==> config.mk <==
export PLATFORM = sky130hd
export DESIGN_NAME = mem_stage
export DESIGN_NICKNAME = d
export VERILOG_FILES = /design/src/rtl/mem_stage_pkg.sv /design/src/rtl/mem_stage_align.sv /design/src/rtl/mem_stage.sv
export SDC_FILE = /design/constraint.sdc
export NUM_CORES = 1
export LEC_CHECK = 0
export CORE_MARGIN = 2
export CORE_UTILIZATION = 51
export CTS_CLUSTER_SIZE = 14
export DETAILED_ROUTE_END_ITERATION = 10
export PLACE_DENSITY = 0.94
export SLEW_MARGIN = 20
export SYNTH_ARGS = -nofsm -noshare
export SYNTH_HDL_FRONTEND = slang
export SYNTH_SLANG_ARGS = --single-unit
==> constraint.sdc <==
create_clock -name i_clk -period 25.3 [get_ports i_clk]
set_input_delay 5.06 -clock i_clk [delete_from_list [all_inputs] [get_ports i_clk]]
set_output_delay 5.06 -clock i_clk [all_outputs]
set_load 0.005 [all_outputs]
==> src/rtl/mem_stage_pkg.sv <==
// PipelineReg: EX->MEM and MEM->WB pipeline register layouts, memory access
// type codes and the MEM stage FSM encoding shared by the RV32 core.
package PipelineReg;

   localparam logic [3:0] MT_B  = 4'b0001;
   localparam logic [3:0] MT_H  = 4'b0011;
   localparam logic [3:0] MT_W  = 4'b1111;
   localparam logic [3:0] MT_BU = 4'b1000;
   localparam logic [3:0] MT_HU = 4'b1100;

   typedef struct packed {
      logic [31:0] pc;
      logic [31:0] ALUOutput;
      logic [31:0] write_reg;
      logic [3:0]  mem_type;
      logic        MemRead;
      logic        MemWrite;
      logic        MemToReg;
      logic        RegWrite;
      logic [4:0]  rd;
   } MEM_STATE;

   typedef struct packed {
      logic [31:0] pc;
      logic [31:0] ALUOutput;
      logic [31:0] MemData;
      logic        MemToReg;
      logic        RegWrite;
      logic [4:0]  rd;
   } WB_STATE;

   typedef enum logic {IDLE, BUSY} mem_fsm_t;

   typedef enum logic [1:0] {SZ_B, SZ_H, SZ_W} acc_size_t;

   // Unknown codes (including 0000) fall back to a full word access.
   function automatic acc_size_t mt_size(input logic [3:0] mt);
      case (mt)
         MT_B, MT_BU: return SZ_B;
         MT_H, MT_HU: return SZ_H;
         default:     return SZ_W;
      endcase
   endfunction

   function automatic logic mt_signed(input logic [3:0] mt);
      return (mt == MT_B) || (mt == MT_H);
   endfunction

endpackage

==> src/rtl/mem_stage_align.sv <==
// mem_align: byte-lane logic for data-memory accesses -- byte enables,
// store-data replication and load extraction with sign/zero extension.
module mem_align
   import PipelineReg::*;
(
   input  logic [3:0]  mem_type,
   input  logic [1:0]  addr_lo,
   input  logic [31:0] store_data,
   input  logic [31:0] rdata,
   output logic [3:0]  be,
   output logic [31:0] wdata,
   output logic [31:0] load_data
);

   logic        sext;
   logic [31:0] w;

   always_comb begin
      // NOTE: every variable gets a default first so no latch is inferred.
      sext      = mt_signed(mem_type);
      w         = rdata >> {addr_lo, 3'b000};
      be        = 4'b1111 << addr_lo;
      wdata     = store_data;
      load_data = w;
      // Shifting a 4-bit mask drops lanes past byte 3 (misaligned truncation).
      case (mt_size(mem_type))
         SZ_B: begin
            be        = 4'b0001 << addr_lo;
            wdata     = {4{store_data[7:0]}};
            load_data = {{24{sext & w[7]}}, w[7:0]};
         end
         SZ_H: begin
            be        = 4'b0011 << addr_lo;
            wdata     = {2{store_data[15:0]}};
            load_data = {{16{sext & w[15]}}, w[15:0]};
         end
         default: begin
            be        = 4'b1111 << addr_lo;
            wdata     = store_data;
            load_data = w;
         end
      endcase
   end

endmodule

==> src/rtl/mem_stage.sv <==
// mem_stage: RV32 MEM pipeline stage; runs the data-memory req/ack access and
// registers the MEM->WB state. Optional MEM_MISALIGN_CHECK_EN blocks misaligned accesses.
module mem_stage
   import PipelineReg::*;
#(
   parameter int ADDR_W = 32,
   parameter int DATA_W = 32
) (
   input  logic              i_clk,
   input  logic              i_reset,
   input  MEM_STATE          i_mem_state,
   output WB_STATE           o_wb_state,
   output logic              o_stall,
   output logic              o_dmem_req,
   output logic              o_dmem_we,
   output logic [ADDR_W-1:0] o_dmem_addr,
   output logic [DATA_W-1:0] o_dmem_wdata,
   output logic [3:0]        o_dmem_be,
   input  logic              i_dmem_ack,
   input  logic [DATA_W-1:0] i_dmem_rdata
`ifdef MEM_MISALIGN_CHECK_EN
   ,
   output logic              o_misalign
`endif
);

   mem_fsm_t    state;
   logic [3:0]  lat_mem_type;
   logic [1:0]  lat_addr_lo;
   logic [31:0] lat_pc;
   logic [31:0] lat_alu;
   logic        lat_mem_to_reg;
   logic        lat_reg_write;
   logic [4:0]  lat_rd;

   logic        is_mem;
   logic        misaligned;
   logic        issue;
   logic [3:0]  align_type;
   logic [1:0]  align_lo;
   logic [3:0]  be_c;
   logic [31:0] wdata_c;
   logic [31:0] load_c;

   assign is_mem = i_mem_state.MemRead | i_mem_state.MemWrite;

`ifdef MEM_MISALIGN_CHECK_EN
   always_comb begin
      misaligned = 1'b0;
      case (mt_size(i_mem_state.mem_type))
         SZ_H:    misaligned = i_mem_state.ALUOutput[0];
         SZ_W:    misaligned = |i_mem_state.ALUOutput[1:0];
         default: misaligned = 1'b0;
      endcase
   end
`else
   assign misaligned = 1'b0;
`endif

   assign issue = is_mem & ~misaligned;

   // While busy the extractor works from the latched access, not the live input.
   assign align_type = (state == BUSY) ? lat_mem_type : i_mem_state.mem_type;
   assign align_lo   = (state == BUSY) ? lat_addr_lo  : i_mem_state.ALUOutput[1:0];

   mem_align u_align (
      .mem_type   (align_type),
      .addr_lo    (align_lo),
      .store_data (i_mem_state.write_reg),
      .rdata      (i_dmem_rdata),
      .be         (be_c),
      .wdata      (wdata_c),
      .load_data  (load_c)
   );

   assign o_stall = ~i_reset & (((state == IDLE) & issue) | ((state == BUSY) & ~i_dmem_ack));

   // NOTE: sequential state uses non-blocking assignments so every flop samples pre-edge values.
   always_ff @(posedge i_clk or posedge i_reset) begin
      if (i_reset) begin
         state          <= IDLE;
         o_dmem_req     <= 1'b0;
         o_dmem_we      <= 1'b0;
         o_dmem_addr    <= '0;
         o_dmem_wdata   <= '0;
         o_dmem_be      <= '0;
         o_wb_state     <= '0;
         lat_mem_type   <= '0;
         lat_addr_lo    <= '0;
         lat_pc         <= '0;
         lat_alu        <= '0;
         lat_mem_to_reg <= 1'b0;
         lat_reg_write  <= 1'b0;
         lat_rd         <= '0;
`ifdef MEM_MISALIGN_CHECK_EN
         o_misalign     <= 1'b0;
`endif
      end else begin
`ifdef MEM_MISALIGN_CHECK_EN
         o_misalign <= 1'b0;
`endif
         case (state)
            IDLE: begin
               if (issue) begin
                  state          <= BUSY;
                  o_dmem_req     <= 1'b1;
                  o_dmem_we      <= i_mem_state.MemWrite;
                  o_dmem_addr    <= {i_mem_state.ALUOutput[ADDR_W-1:2], 2'b00};
                  o_dmem_wdata   <= wdata_c;
                  o_dmem_be      <= be_c;
                  lat_mem_type   <= i_mem_state.mem_type;
                  lat_addr_lo    <= i_mem_state.ALUOutput[1:0];
                  lat_pc         <= i_mem_state.pc;
                  lat_alu        <= i_mem_state.ALUOutput;
                  lat_mem_to_reg <= i_mem_state.MemToReg;
                  lat_reg_write  <= i_mem_state.RegWrite;
                  lat_rd         <= i_mem_state.rd;
                  o_wb_state     <= '0;
               end else begin
                  o_wb_state.pc        <= i_mem_state.pc;
                  o_wb_state.ALUOutput <= i_mem_state.ALUOutput;
                  o_wb_state.MemData   <= '0;
                  o_wb_state.MemToReg  <= i_mem_state.MemToReg & ~(is_mem & misaligned);
                  o_wb_state.RegWrite  <= i_mem_state.RegWrite & ~(is_mem & misaligned);
                  o_wb_state.rd        <= i_mem_state.rd;
`ifdef MEM_MISALIGN_CHECK_EN
                  o_misalign           <= is_mem & misaligned;
`endif
               end
            end
            BUSY: begin
               if (i_dmem_ack) begin
                  state                <= IDLE;
                  o_dmem_req           <= 1'b0;
                  o_dmem_we            <= 1'b0;
                  o_dmem_addr          <= '0;
                  o_dmem_wdata         <= '0;
                  o_dmem_be            <= '0;
                  o_wb_state.pc        <= lat_pc;
                  o_wb_state.ALUOutput <= lat_alu;
                  o_wb_state.MemData   <= o_dmem_we ? 32'h0 : load_c;
                  o_wb_state.MemToReg  <= lat_mem_to_reg;
                  o_wb_state.RegWrite  <= lat_reg_write;
                  o_wb_state.rd        <= lat_rd;
               end
            end
         endcase
      end
   end

endmodule
### Word level (Yosys, flattened, before mapping)

Cells that the tools add are included.

* register bits after elaboration: 251
* word-level logic and storage cells: 72
* output and inout bits: 174

* muxes and demuxes: 26
* reductions and logical operators: 6
* shifts and indexed selects: 4
* bitwise gates (word level): 10
* eq/ne operators: 7

Operators by type and width (number)
* 32-bit case mux with 2 select lines: 4
* 103-bit 2-to-1 mux: 2
* 103-bit case mux with 2 select lines: 1
* 32-bit 2-to-1 mux: 4
* 32-bit by 5-bit >> shifter with 32-bit output: 1
* 4-bit case mux with 2 select lines: 2
* 4-bit 2-to-1 mux: 3
* 4-bit == test (second input constant): 2
* 1-bit case mux with 2 select lines: 3
* 1-bit AND: 5
* 1-bit 2-to-1 mux: 5
* 4-bit by 1-bit == test with 1-bit output (second input constant): 1
* 4-bit by 2-bit == test with 1-bit output (second input constant): 1
* 2-bit inequality test (second input constant): 2
* 2-bit case mux with 2 select lines: 1
* 2-bit AND reduction: 2
* 2-bit OR reduction: 2
* 1-bit by 2-bit left shift with 4-bit output (first input constant): 1
* 2-bit by 2-bit left shift with 4-bit output (first input constant): 1
* 4-bit by 2-bit left shift with 4-bit output (first input constant): 1
* 1-bit NOT: 3
* 2-bit by 1-bit == test with 1-bit output (second input constant): 1
* 2-bit zero test: 1
* 2-bit 2-to-1 mux: 1
* 2 further kinds: 3

### Logic depth before layout (Yosys ltp)

Gate-level depths: netlist (run 1).

* depth after elaboration: 9
* mapped depth: 10

### By module

A second synthesis (run 1) with hierarchy kept.

* cell total of the unflattened synthesis: 799
* area total of the unflattened synthesis: 11000.6 um2

Modules (own cells, without submodules)
* mem_stage: area an instance 9746.8 um2, instances 1, cells each 639, sequential area each 6180.9 um2
* mem_align: area an instance 1253.7 um2, instances 1, cells each 160, sequential area each 0.0 um2

### Least setup slack after synthesis (run 1)

No wires, ideal clock.

* path type: input to output
* from: in i_mem_state[8] (netlist bit)
* to: out o_stall
* stages on the path: 5
* required time: 20240 ps
* arrival: 5887 ps
* setup slack: 14353 ps
* cell sequence: nor2_1 or2_2 clkbuf_1 clkbuf_1 a21oi_1

* word-level cells in the longest chain between the ends: 4

Ends and longest elaborated chain
* from (decl): RTL line mem_stage.sv:11 `input MEM_STATE i_mem_state,`
* 1-bit bitwise OR: RTL line mem_stage.sv:45 `assign is_mem = i_mem_state.MemRead | i_mem_state.MemWrite;`
* 1-bit AND: RTL line mem_stage.sv:76 `assign o_stall = ~i_reset & (((state == IDLE) & issue) | ((state == BUSY) & ~i_dmem_ack));`
* 1-bit bitwise OR: RTL line mem_stage.sv:76
* 1-bit AND: RTL line mem_stage.sv:76
* to (decl): RTL line mem_stage.sv:13 `output logic o_stall,`

Every way passes these cells.

### Final worst setup path (run 1)

* from: in i_dmem_ack
* to: out o_stall

* word-level cells in the longest chain between the ends: 4

Ends and longest elaborated chain
* from (decl): RTL line mem_stage.sv:19 `input logic i_dmem_ack,`
* 1-bit NOT: RTL line mem_stage.sv:76
* 1-bit AND: RTL line mem_stage.sv:76
* 1-bit bitwise OR: RTL line mem_stage.sv:76
* 1-bit AND: RTL line mem_stage.sv:76

Every way passes these cells.

==> results by group, run 1 <==
Clock tree
  • Clock sink count: between 200 and 250
  • Post-CTS Repair Setup Buffers: 0
  • Worst skew pair latency: ~540 ps
  • Cts repair resizes: 0
  • CTS tree: done
  • H-tree depth: 1
  • CTS Buf Count: 26
  • # hold bufs at CTS: 0
  • CTS clk-pin slew, worst paths: roughly 60 ps
  • CTS root buf: clkbuf_16
  • Clk buf depth: 3

Logic synthesis
  • Number of flops mapped to enable cells by yosys: 0
  • Cell taking the most area after synthesis: dfrtp_1
  • Synth cell types: 45
  • Synth Warn #: 0
  • Avg Inst Size Synth: 8.96 µm²
  • Synth area leaders: dfrtp_1 58%, nand2_1 16%, o21ai_0 5.3%
  • Synth cell count leaders: 461 x nand2_1, 247 x dfrtp_1, 112 x o21ai_0, 89 x a21oi_1, 85 x nor2_1
  • Synth Flop Type: dfrtp_1
  • Cell Area, Synth: ~0.011 mm²
  • Flops & latches, synth: roughly 250
  • Most common cell in the synthesized netlist: nand2_1
  • Post-synth ARST share: between 90% and 100%
  • Mapped Cells: approximately 1.2k
  • Seq/Total Area, Yosys: between 50% and 60%
  • Share of the synthesized area in the top cell type: around 58%

Cells and area
  • Post-route cell area: roughly 0.015 mm²
  • Multi-input logic area: a little over 0.004 mm²
  • N_diodes: 0
  • Reg area: between 0.006 and 0.007 mm²
  • Nets: around 1.6k
  • Biggest regs: o_wb_state (103), lat_pc (32), o_dmem_wdata (32)
  • Layout cells sized above 1: roughly 6.2%
  • Top reg by flops: o_wb_state
  • Largest register FFs: 103
  • Layout fillers: 1392
  • Area delta synth->final: 38.9%

Die
  • Starting density of the core: a little over half
  • Die Area: ~0.022 mm²
  • Core area: between 0.02 and 0.025 mm²
  • Die width: around 150 µm
  • Row count: between 50 and 60
  • Die Span Y: between 100 and 150 µm
  • Top Ports: 318

Placed design
  • Placer's final routability congestion estimate: about 0.87
  • Input/output buffers: ~320
  • HPWL after DPL: 21000 µm
  • Placed instance area: 0.0139 mm²

Detailed routing
  • Met1 WL: around 12000 µm
  • Via count of the routed design: approximately 10k
  • DRT Pass-1 Iters: 6
  • Drt wl/cell: between 15 and 20 µm
  • Vias/cell: approximately 5.6
  • Post-Route WL: between 30000 and 40000 µm
  • Routed Antenna Nets: 0
  • Met3 WL: around 3000 µm
  • Highest metal used: met4
  • Iter 0 DRT Violations: between 600 and 700
  • Met2 wire length: roughly 16000 µm
  • DRC: 0

STA
  • Setup TNS: 0 ps
  • Clock Skew: approximately 14 ps
  • Fmax: roughly 83 MHz
  • RSZ-0062 raised after global routing: no
  • Tmin final: ~12000 ps
  • Slew HR: 31.3%
  • Endpoints failing hold: 0
  • Worst Tran Pin Value: between 1000 and 1500 ps
  • Max Transition Viols Final: 0
  • Post-route clock period utilization: 47.5%
  • Finish-stage setup viols: 0

Setup path
  • Critical path arrival: approximately 7000 ps
  • Critical path class: input port to primary output
  • CP Launch Type: input port
  • CP Data Required Time: around 20000 ps
  • Setup crit end kind: primary output
  • Worst Path Max Fanout: 71

Power and ir drop
  • Pwr Density: 101 mW/mm²
  • Peak VDD IR: 0.0751 mV
  • Power consumption: approximately 0.0015 W
  • Leakage: approximately 6.8 nW

GRT
  • Initial antenna violation count: 0
  • First-pass GRT wire length: 51300 µm
  • Pin count of the biggest net entering global routing: roughly 110
  • Total Routing Usage GR: between 20 and 30%
  • GR Overflow Total: 0
  • Vias in the first global route: 9740

Flow run
  • Number of max-cap violations: 0

Run status
  • Status: completed

Hold path
  • Hold Crit Class: flip-flop to flip-flop
stage by stage:
stage                     hold WS [ps]  utilization (%)  cells  setup slack (ps)
final                              467             72.5   1750             13280
after global routing               489             72.5   1750             13170
after CTS                          469             72.5   1750             13260
after detailed placement           455             68.0   1704             13310
after global placement             448             68.0   1704             13240
after floorplan                    440                -   1188             13450
layer usage:
| metal | GRT usage [%] | vias up |
|---|---|---|
| met1 | 37.7 | 4709 |
| met2 | 48.1 | 502 |
| met4 | 12.5 | 0 |
| met5 | 0 | - |
| li1 | - | 4456 |
| met3 | 5.83 | 100 |
critical path, stage by stage:
cell	delay, ps
clkdlybuf4s50_1	460
inv_2	60
buf_4	560
nand2_2	110
a21oi_1	170
clkdlybuf4s50_1	510
cell usage in the layout, fill, tap and decap left out, drive strengths merged, types with 2 or more instances in the layout:
cell / synthesis / layout
o21ai: 125 / 125
dfrtp: 247 / 247
nor2: 87 / 87
nand3: 7 / 7
a21oi: 89 / 89
nand2: 461 / 461
mux2: 2 / 2
clkdlybuf4s50: 0 / 315
a22o: 15 / 15
buf: 37 / 12
or2: 3 / 3
clkinvlp: 0 / 2
a22oi: 8 / 8
clkinv: 0 / 5
o211ai: 2 / 2
a32o: 7 / 7
conb: 1 / 2
bufinv: 0 / 4
inv: 4 / 4
o221a: 8 / 8
nor3: 2 / 2
o31ai: 3 / 3
mux2i: 23 / 23
clkbuf: 44 / 35
cells by family (layout without fill, tap and decap cells):
logic type	after synthesis	in the layout	share of synthesized area (%)
AOI/OAI and AO/OA	259	259	14.6
xor gates and xnor gates	2	2	0.165
buffers and inverters	85	377	3.83
DFF	247	247	58.1
muxes	25	25	2.53
other	1	2	0.0353
and+or+nand+nor	568	568	20.7
area by class of cell:
class / instances / area share, %
Sequential cell: 247 / 41.9
Multi-Input combinational cell: 856 / 27.5
Timing Repair Buffer: 327 / 22.0
Clock buffer: 35 / 4.98
Tap cell: 270 / 2.29
Clock inverter: 11 / 1.16
Inverter: 4 / 0.153
power by group:
part,internal [W],switching [W],leakage (nW),total (W)
registers,0.000515,0.0000724,3.13,0.000587
logic,0.000246,0.000251,3.22,0.000497
clock network,0.000244,0.000158,0.440,0.000402
worst paths after layout:
check / end / start / slack, ps / cells past startpoint
setup / recovery: o_stall / i_dmem_ack / 13280 / 6
hold / removal: o_dmem_wdata[29]$_DFFE_PP0P_ / o_dmem_wdata[29]$_DFFE_PP0P_ / 470 / 2
min in group asynchronous: lat_pc[12]$_DFFE_PP0P_ / i_reset / 5090 / 2
hold reg to reg: o_dmem_wdata[29]$_DFFE_PP0P_ / o_dmem_wdata[29]$_DFFE_PP0P_ / 470 / 2
setup reg to reg: o_wb_state[28]$_DFFE_PP0P_ / state$_DFF_PP0_ / 21500 / 7
max in group asynchronous: o_dmem_wdata[8]$_DFFE_PP0P_ / i_reset / 18950 / 3
Note: power is estimated with default switching activity, not from simulation.
==> inputs of run 2 (changes only) <==
--- a/config.mk
+++ b/config.mk
@@ -6,10 +6,10 @@
 export NUM_CORES = 1
 export LEC_CHECK = 0
 export CORE_MARGIN = 2
-export CORE_UTILIZATION = 51
+export CORE_UTILIZATION = 47
 export CTS_CLUSTER_SIZE = 14
 export DETAILED_ROUTE_END_ITERATION = 10
-export PLACE_DENSITY = 0.94
+export PLACE_DENSITY = 0.88
 export SLEW_MARGIN = 20
 export SYNTH_ARGS = -nofsm -noshare
 export SYNTH_HDL_FRONTEND = slang
==> constraint.sdc (replaced) <==
create_clock -name i_clk -period 11.7 [get_ports i_clk]
set_input_delay 2.34 -clock i_clk [delete_from_list [all_inputs] [get_ports i_clk]]
set_output_delay 2.34 -clock i_clk [all_outputs]
set_load 0.005 [all_outputs]
==> results by group, run 2 (synthesized netlist as in run 1, its figures left out) <==
Run status
  • Status: completed (unchanged)

Placed design
  • Placed instance area: 0.0139 mm² (about the same)
  • HPWL after DPL: 20700 µm (was 21000 µm)
  • Input/output buffers: 315 (unchanged)
  • Placer's final routability congestion estimate: 0.856 (was 0.871)

Cells and area
  • Biggest regs: o_wb_state (103), lat_pc (32), o_dmem_wdata (32) (unchanged)
  • Area delta synth->final: 38.9% (about the same)
  • Layout cells sized above 1: 6.55% (was 6.22%)
  • Nets: 1606 (unchanged)
  • Commonest non-fill, non-tap cell in the layout: nand2_1 (unchanged)
  • Post-route cell area: 0.0148 mm² (about the same)
  • Most frequent cells in the layout: 460 x nand2_1, 315 x clkdlybuf4s50_1, 246 x dfrtp_1 (unchanged)
  • Largest register FFs: 103 (unchanged)
  • N_diodes: 0 (unchanged)
  • Top reg by flops: o_wb_state (unchanged)

Clock tree
  • CTS tree: done (unchanged)
  • Cts repair resizes: 0 (unchanged)
  • Clk buf depth: 3 (unchanged)
  • # hold bufs at CTS: 0 (unchanged)
  • H-tree depth: 1 (unchanged)
  • Clock sink count: 247 (unchanged)
  • CTS root buf: clkbuf_16 (unchanged)
  • CTS clk-pin slew, worst paths: 60 ps (about the same)
  • CTS Buf Count: 27 (was 26)
  • Worst skew pair latency: 530 ps (was 540 ps)
  • Post-CTS Repair Setup Buffers: 0 (unchanged)

Die
  • Die width: 154 µm (was 148 µm)
  • Die Span Y: 154 µm (was 148 µm)
  • Starting density of the core: 47.4% (was 52.2%)
  • Row count: 55 (was 52)
  • Die Area: 0.0238 mm² (was 0.0220 mm²)
  • Core area: 0.0224 mm² (was 0.0204 mm²)
  • Top Ports: 318 (unchanged)

Setup path
  • CP Launch Type: input port (unchanged)
  • Setup crit end kind: primary output (unchanged)
  • Reg-to-reg critical path startpoint: state$_DFF_PP0_ (unchanged)
  • Critical path arrival: 4310 ps (was 6960 ps)
  • Critical path class: input port to primary output (unchanged)
  • R2R setup slack: 8210 ps (was 21500 ps)
  • CP Data Required Time: 9360 ps (was 20240 ps)
  • Launch point of the worst path: i_mem_state[7] (was i_dmem_ack)
  • Worst Path Max Fanout: 47 (was 71)

GRT
  • Vias in the first global route: 9926 (was 9740)
  • Initial antenna violation count: 0 (unchanged)
  • Pin count of the biggest net entering global routing: 122 (was 109)
  • First-pass GRT wire length: 51300 µm (about the same)
  • Total Routing Usage GR: 26.6% (was 29.1%)
  • GR Overflow Total: 0 (unchanged)

Power and ir drop
  • Leakage: 6.78 nW (was 6.79 nW)
  • Pwr Density: 215 mW/mm² (was 101 mW/mm²)
  • Peak VDD IR: 0.138 mV (was 0.0751 mV)

STA
  • Finish-stage setup viols: 0 (unchanged)
  • Setup TNS: 0 ps (unchanged)
  • Endpoints failing hold: 0 (unchanged)
  • Slew HR: 27.0% (was 31.3%)
  • Worst Tran Pin Value: 1070 ps (was 1000 ps)
  • Fmax: ~150 MHz
  • Post-route clock period utilization: 56.9%
  • Clock Skew: 12.0 ps (was 14.1 ps)
  • Tmin final: roughly 6700 ps
  • RSZ-0062 raised after global routing: no (unchanged)
  • Max Transition Viols Final: 0 (unchanged)

Detailed routing
  • Iter 0 DRT Violations: 700 (was 681)
  • DRC: 0 (unchanged)
  • DRT Pass-1 Iters: 5 (was 6)
  • Routed Antenna Nets: 0 (unchanged)
  • Vias/cell: 5.56 (was 5.58)
  • Drt wl/cell: 18.4 µm (was 18.7 µm)
  • Via count of the routed design: 9817 (was 9767)
  • Post-Route WL: 32500 µm (was 32700 µm)

Hold path
  • Hold Crit Class: flip-flop to flip-flop (unchanged)
  • Hold_sp: o_dmem_wdata[13]$_DFFE_PP0P_ (was o_dmem_wdata[29]$_DFFE_PP0P_)

Flow run
  • Number of max-cap violations: 0 (unchanged)
[run 2: changes by cell type in the layout (fill, tap and decap cells not counted), moves of 2 or more]
| cell | change |
|---|---|
| clkbuf_8 | +2 |
| clkinv_2 | +2 |
| clkbuf_1 | -3 |
| bufinv_16 | -3 |
| clkinvlp_4 | +2 |
[run 2: critical path: stages]
cell and delay (ps):
clkdlybuf4s50_1 490, nor2_1 260, or2_4 590, a21oi_1 140, clkdlybuf4s50_1 480
[run 2: final timing paths]
check	endpoint	cells after the start
max in group asynchronous	lat_alu[9]$_DFFE_PP0P_	3
min	o_dmem_wdata[13]$_DFFE_PP0P_	2
max	o_stall	5
min reg2reg	o_dmem_wdata[13]$_DFFE_PP0P_	2
min in group asynchronous	lat_pc[29]$_DFFE_PP0P_	2
max reg2reg	o_dmem_wdata[19]$_DFFE_PP0P_	7
[run 2: where the power goes]
| part | leakage [nW] | switching, W | internal, W | total [W] |
|---|---|---|---|---|
| Clock | 0.431 | 0.000348 | 0.000489 | 0.000837 |
| Sequential | 3.13 | 0.000160 | 0.00111 | 0.00127 |
| Combinational | 3.22 | 0.000532 | 0.000532 | 0.00106 |
[run 2: layout make-up]
class	instances	area, µm²
fillers	1732	7670
well taps	285	357
multi-input cells	856	4070
repair buffers	326	3250
clock buffers	35	776
inverters	4	22.5
flip-flops and latches	247	6180
clock inverters	13	108
[run 2: per-layer routing]
metal	routed length (µm)	global-route usage [%]	vias up
met5	0	0	-
met4	1150	11.1	0
met3	2770	5.83	81
met2	15700	44.4	473
met1	12800	33.9	4811
li1	-	-	4452
[run 2: metrics by stage]
stage / setup WS, ps / hold WS [ps] / util [%] / cells / total power (W)
6_report: 5050 / 464 / 65.8 / 1766 / 0.00318
5_1_grt: 4950 / 487 / 65.8 / 1766 / 0.00335
3_5_place_dp: 5050 / 456 / 61.8 / 1717 / 0.00234
4_1_cts: 5030 / 469 / 65.7 / 1765 / 0.00319
2_1_floorplan: 2570 / 440 / - / 1188 / 0.00178
3_3_place_gp: 5070 / 449 / 61.8 / 1717 / 0.00229
==> inputs of run 3 (changes only) <==
--- a/config.mk
+++ b/config.mk
@@ -6,10 +6,10 @@
 export NUM_CORES = 1
 export LEC_CHECK = 0
 export CORE_MARGIN = 2
-export CORE_UTILIZATION = 47
+export CORE_UTILIZATION = 43
 export CTS_CLUSTER_SIZE = 14
 export DETAILED_ROUTE_END_ITERATION = 10
-export PLACE_DENSITY = 0.88
+export PLACE_DENSITY = 0.85
 export SLEW_MARGIN = 20
 export SYNTH_ARGS = -nofsm -noshare
 export SYNTH_HDL_FRONTEND = slang
==> constraint.sdc (replaced) <==
create_clock -name i_clk -period 6.1 [get_ports i_clk]
set_input_delay 1.22 -clock i_clk [delete_from_list [all_inputs] [get_ports i_clk]]
set_output_delay 1.22 -clock i_clk [all_outputs]
set_load 0.005 [all_outputs]
==> results by group, run 3 (synthesized netlist as in run 1, its figures left out) <==
Die
  • Row count: 57 (was 55)
  • Die width: 161 µm (was 154 µm)
  • Die Area: 0.0260 mm² (was 0.0238 mm²)
  • Die Span Y: 161 µm (was 154 µm)
  • Top Ports: 318 (unchanged)
  • Core area: 0.0243 mm² (was 0.0224 mm²)
  • Starting density of the core: 43.7% (was 47.4%)

Setup path
  • Critical path arrival: 3170 ps (was 4310 ps)
  • Slowest-stage cell, CP: clkdlybuf4s50_1 (was or2_4)
  • R2R depth: 7 (unchanged)
  • CP Launch Type: input port (unchanged)
  • CP Data Required Time: 4880 ps (was 9360 ps)
  • Worst Path Max Fanout: 17 (was 47)
  • Critical path class: input port to primary output (unchanged)
  • Top cell by count, worst path: clkdlybuf4s50_1 (unchanged)
  • Worst path max stage delay: 590 ps (about the same)
  • Critical path, cell by cell: clkdlybuf4s50_1 > nor2_1 > or2_4 > a21oi_1 > clkdlybuf4s50_1 (unchanged)
  • Setup crit end kind: primary output (unchanged)

Placed design
  • Placer's final routability congestion estimate: 0.870 (was 0.856)
  • Placed cells: 1760 (was 1717)
  • Input/output buffers: 315 (unchanged)
  • Dpl ws: 1730 ps (was 5050 ps)
  • HPWL after DPL: 20900 µm (was 20700 µm)

Cells and area
  • Layout fillers: 1955 (was 1732)
  • Largest register FFs: 103 (unchanged)
  • Area delta synth->final: 40.1% (was 38.9%)
  • Most frequent cells in the layout: 460 x nand2_1, 315 x clkdlybuf4s50_1, 246 x dfrtp_1 (unchanged)
  • N_diodes: 0 (unchanged)
  • Non-filler cells in the finished layout: 1809 (was 1766)
  • Top reg by flops: o_wb_state (unchanged)
  • Biggest regs: o_wb_state (103), lat_pc (32), o_dmem_wdata (32) (unchanged)
  • Layout cells sized above 1: 6.80% (was 6.55%)
  • Multi-input logic area: 0.00407 mm² (unchanged)
  • Util after Layout: 61.2% (was 65.8%)
  • Commonest non-fill, non-tap cell in the layout: nand2_1 (unchanged)
  • Reg area: 0.00618 mm² (unchanged)
  • Nets: 1609 (was 1606)

Clock tree
  • Clock sink count: 247 (unchanged)
  • # hold bufs at CTS: 0 (unchanged)
  • CTS clk-pin slew, worst paths: 60 ps (about the same)
  • CTS Buf Count: 27 (unchanged)
  • H-tree depth: 1 (unchanged)
  • Post-CTS Repair Setup Buffers: 0 (unchanged)
  • CTS root buf: clkbuf_16 (unchanged)
  • Clk buf depth: 3 (unchanged)
  • Worst skew pair latency: 530 ps (about the same)
  • Cts repair resizes: 0 (unchanged)
  • CTS tree: done (unchanged)

Power and ir drop
  • Leakage: 6.82 nW (was 6.78 nW)
  • Clk pwr share: 27.7% (was 26.4%)
  • Pwr Density: 416 mW/mm² (was 215 mW/mm²)
  • Power share of the combinational group: 33.1% (was 33.5%)
  • Pint: 0.00420 W (was 0.00213 W)
  • Power consumption: 0.00620 W (was 0.00318 W)
  • NetSw: 0.00200 W (was 0.00104 W)
  • Net Sw Frac: 32.3% (was 32.8%)
  • Peak VDD IR: 0.241 mV (was 0.138 mV)
  • Flop pwr share: 39.2% (was 40.1%)

STA
  • Tmin final: around 4400 ps
  • RSZ-0062 raised after global routing: no (unchanged)
  • Max Transition Viols Final: 0 (unchanged)
  • Setup TNS: 0 ps (unchanged)
  • Finish-stage setup viols: 0 (unchanged)
  • Clock Skew: 15.2 ps (was 12.0 ps)
  • Slew HR: 35.2% (was 27.0%)
  • Final setup margin: 1710 ps (was 5050 ps)
  • Endpoints failing hold: 0 (unchanged)
  • Post-route clock period utilization: between 70% and 80%
  • Fmax: around 230 MHz
  • Worst Tran Pin Value: 944 ps (was 1070 ps)

Hold path
  • Hold Crit Class: flip-flop to flip-flop (unchanged)
  • Worst Hold Depth: 2 (unchanged)

GRT
  • Pin count of the biggest net entering global routing: 140 (was 122)
  • First-pass GRT wire length: 51800 µm (was 51300 µm)
  • Vias in the first global route: 9744 (was 9926)
  • GR Overflow Total: 0 (unchanged)
  • Total Routing Usage GR: 24.6% (was 26.6%)
  • Initial antenna violation count: 0 (unchanged)

Detailed routing
  • Iter 0 DRT Violations: 835 (was 700)
  • Post-Route WL: 32600 µm (was 32500 µm)
  • Via count of the routed design: 9690 (was 9817)
  • Routed Antenna Nets: 0 (unchanged)
  • Vias/cell: 5.36 (was 5.56)
  • Drt wl/cell: 18.0 µm (was 18.4 µm)
  • DRC: 0 (unchanged)
  • DRT Pass-1 Iters: 6 (was 5)

Run status
  • Status: completed (unchanged)

Flow run
  • Number of max-cap violations: 0 (unchanged)
-- run 3: cell count changes in the layout (fill, tap and decap cells not counted), sizes merged --
cell      change
clkbuf        -2
bufinv        +3
clkinv        +2
buf           +3
inv           -1
clkinvlp      -1
-- run 3: layout make-up --
type | count | share of cell area (%)
Inverter | 4 | 0.126
Multi-Input combinational cell | 856 | 27.3
Tap cell | 324 | 2.72
Clock buffer | 33 | 5.02
Timing Repair Buffer | 329 | 22.0
Clock inverter | 16 | 1.32
Sequential cell | 247 | 41.5
-- run 3: metal layers --
metal / global-route usage [%] / wire (µm) / vias up
met5: 0 / 0 / -
met4: 7.67 / 741 / 0
li1: - / - / 4456
met1: 32.6 / 13000 / 4683
met3: 4.80 / 2970 / 58
met2: 41.3 / 15800 / 493
-- run 3: per-stage QoR --
step           hold WS [ps]  instance area [µm²]
6_report                465                14900
5_1_grt                 490                14900
4_1_cts                 469                14900
3_5_place_dp            455                13900
3_3_place_gp            448                13900
2_1_floorplan           440                10600
-- run 3: power by group through the flow --
stage               Combinational, W  Sequential, W  Clock, W
floorplan                   0.000983        0.00242         0
global placement             0.00199        0.00243         0
finish                       0.00205        0.00243   0.00172
global route                 0.00225        0.00249   0.00183
CTS                          0.00206        0.00243   0.00175
detailed placement           0.00204        0.00245         0
-- run 3: worst max-delay path: cells and delay by family --
| kind | cells | cell delay, ps |
|---|---|---|
| AOI/OAI and AO/OA | 1 | 320 |
| buffers and inverters | 2 | 1170 |
| and+or+nand+nor | 2 | 450 |
-- run 3: worst paths after layout --
kind                                               from                      endpoint  slack [ps]
max                                      i_mem_state[7]                       o_stall        1710
min                        o_dmem_wdata[30]$_DFFE_PP0P_  o_dmem_wdata[30]$_DFFE_PP0P_         470
min in group asynchronous                       i_reset               state$_DFF_PP0_        1320
min reg2reg                o_dmem_wdata[30]$_DFFE_PP0P_  o_dmem_wdata[30]$_DFFE_PP0P_         470
max in group asynchronous                       i_reset  o_dmem_wdata[18]$_DFFE_PP0P_        3500
max reg2reg                             state$_DFF_PP0_    o_wb_state[25]$_DFFE_PP0P_        2810
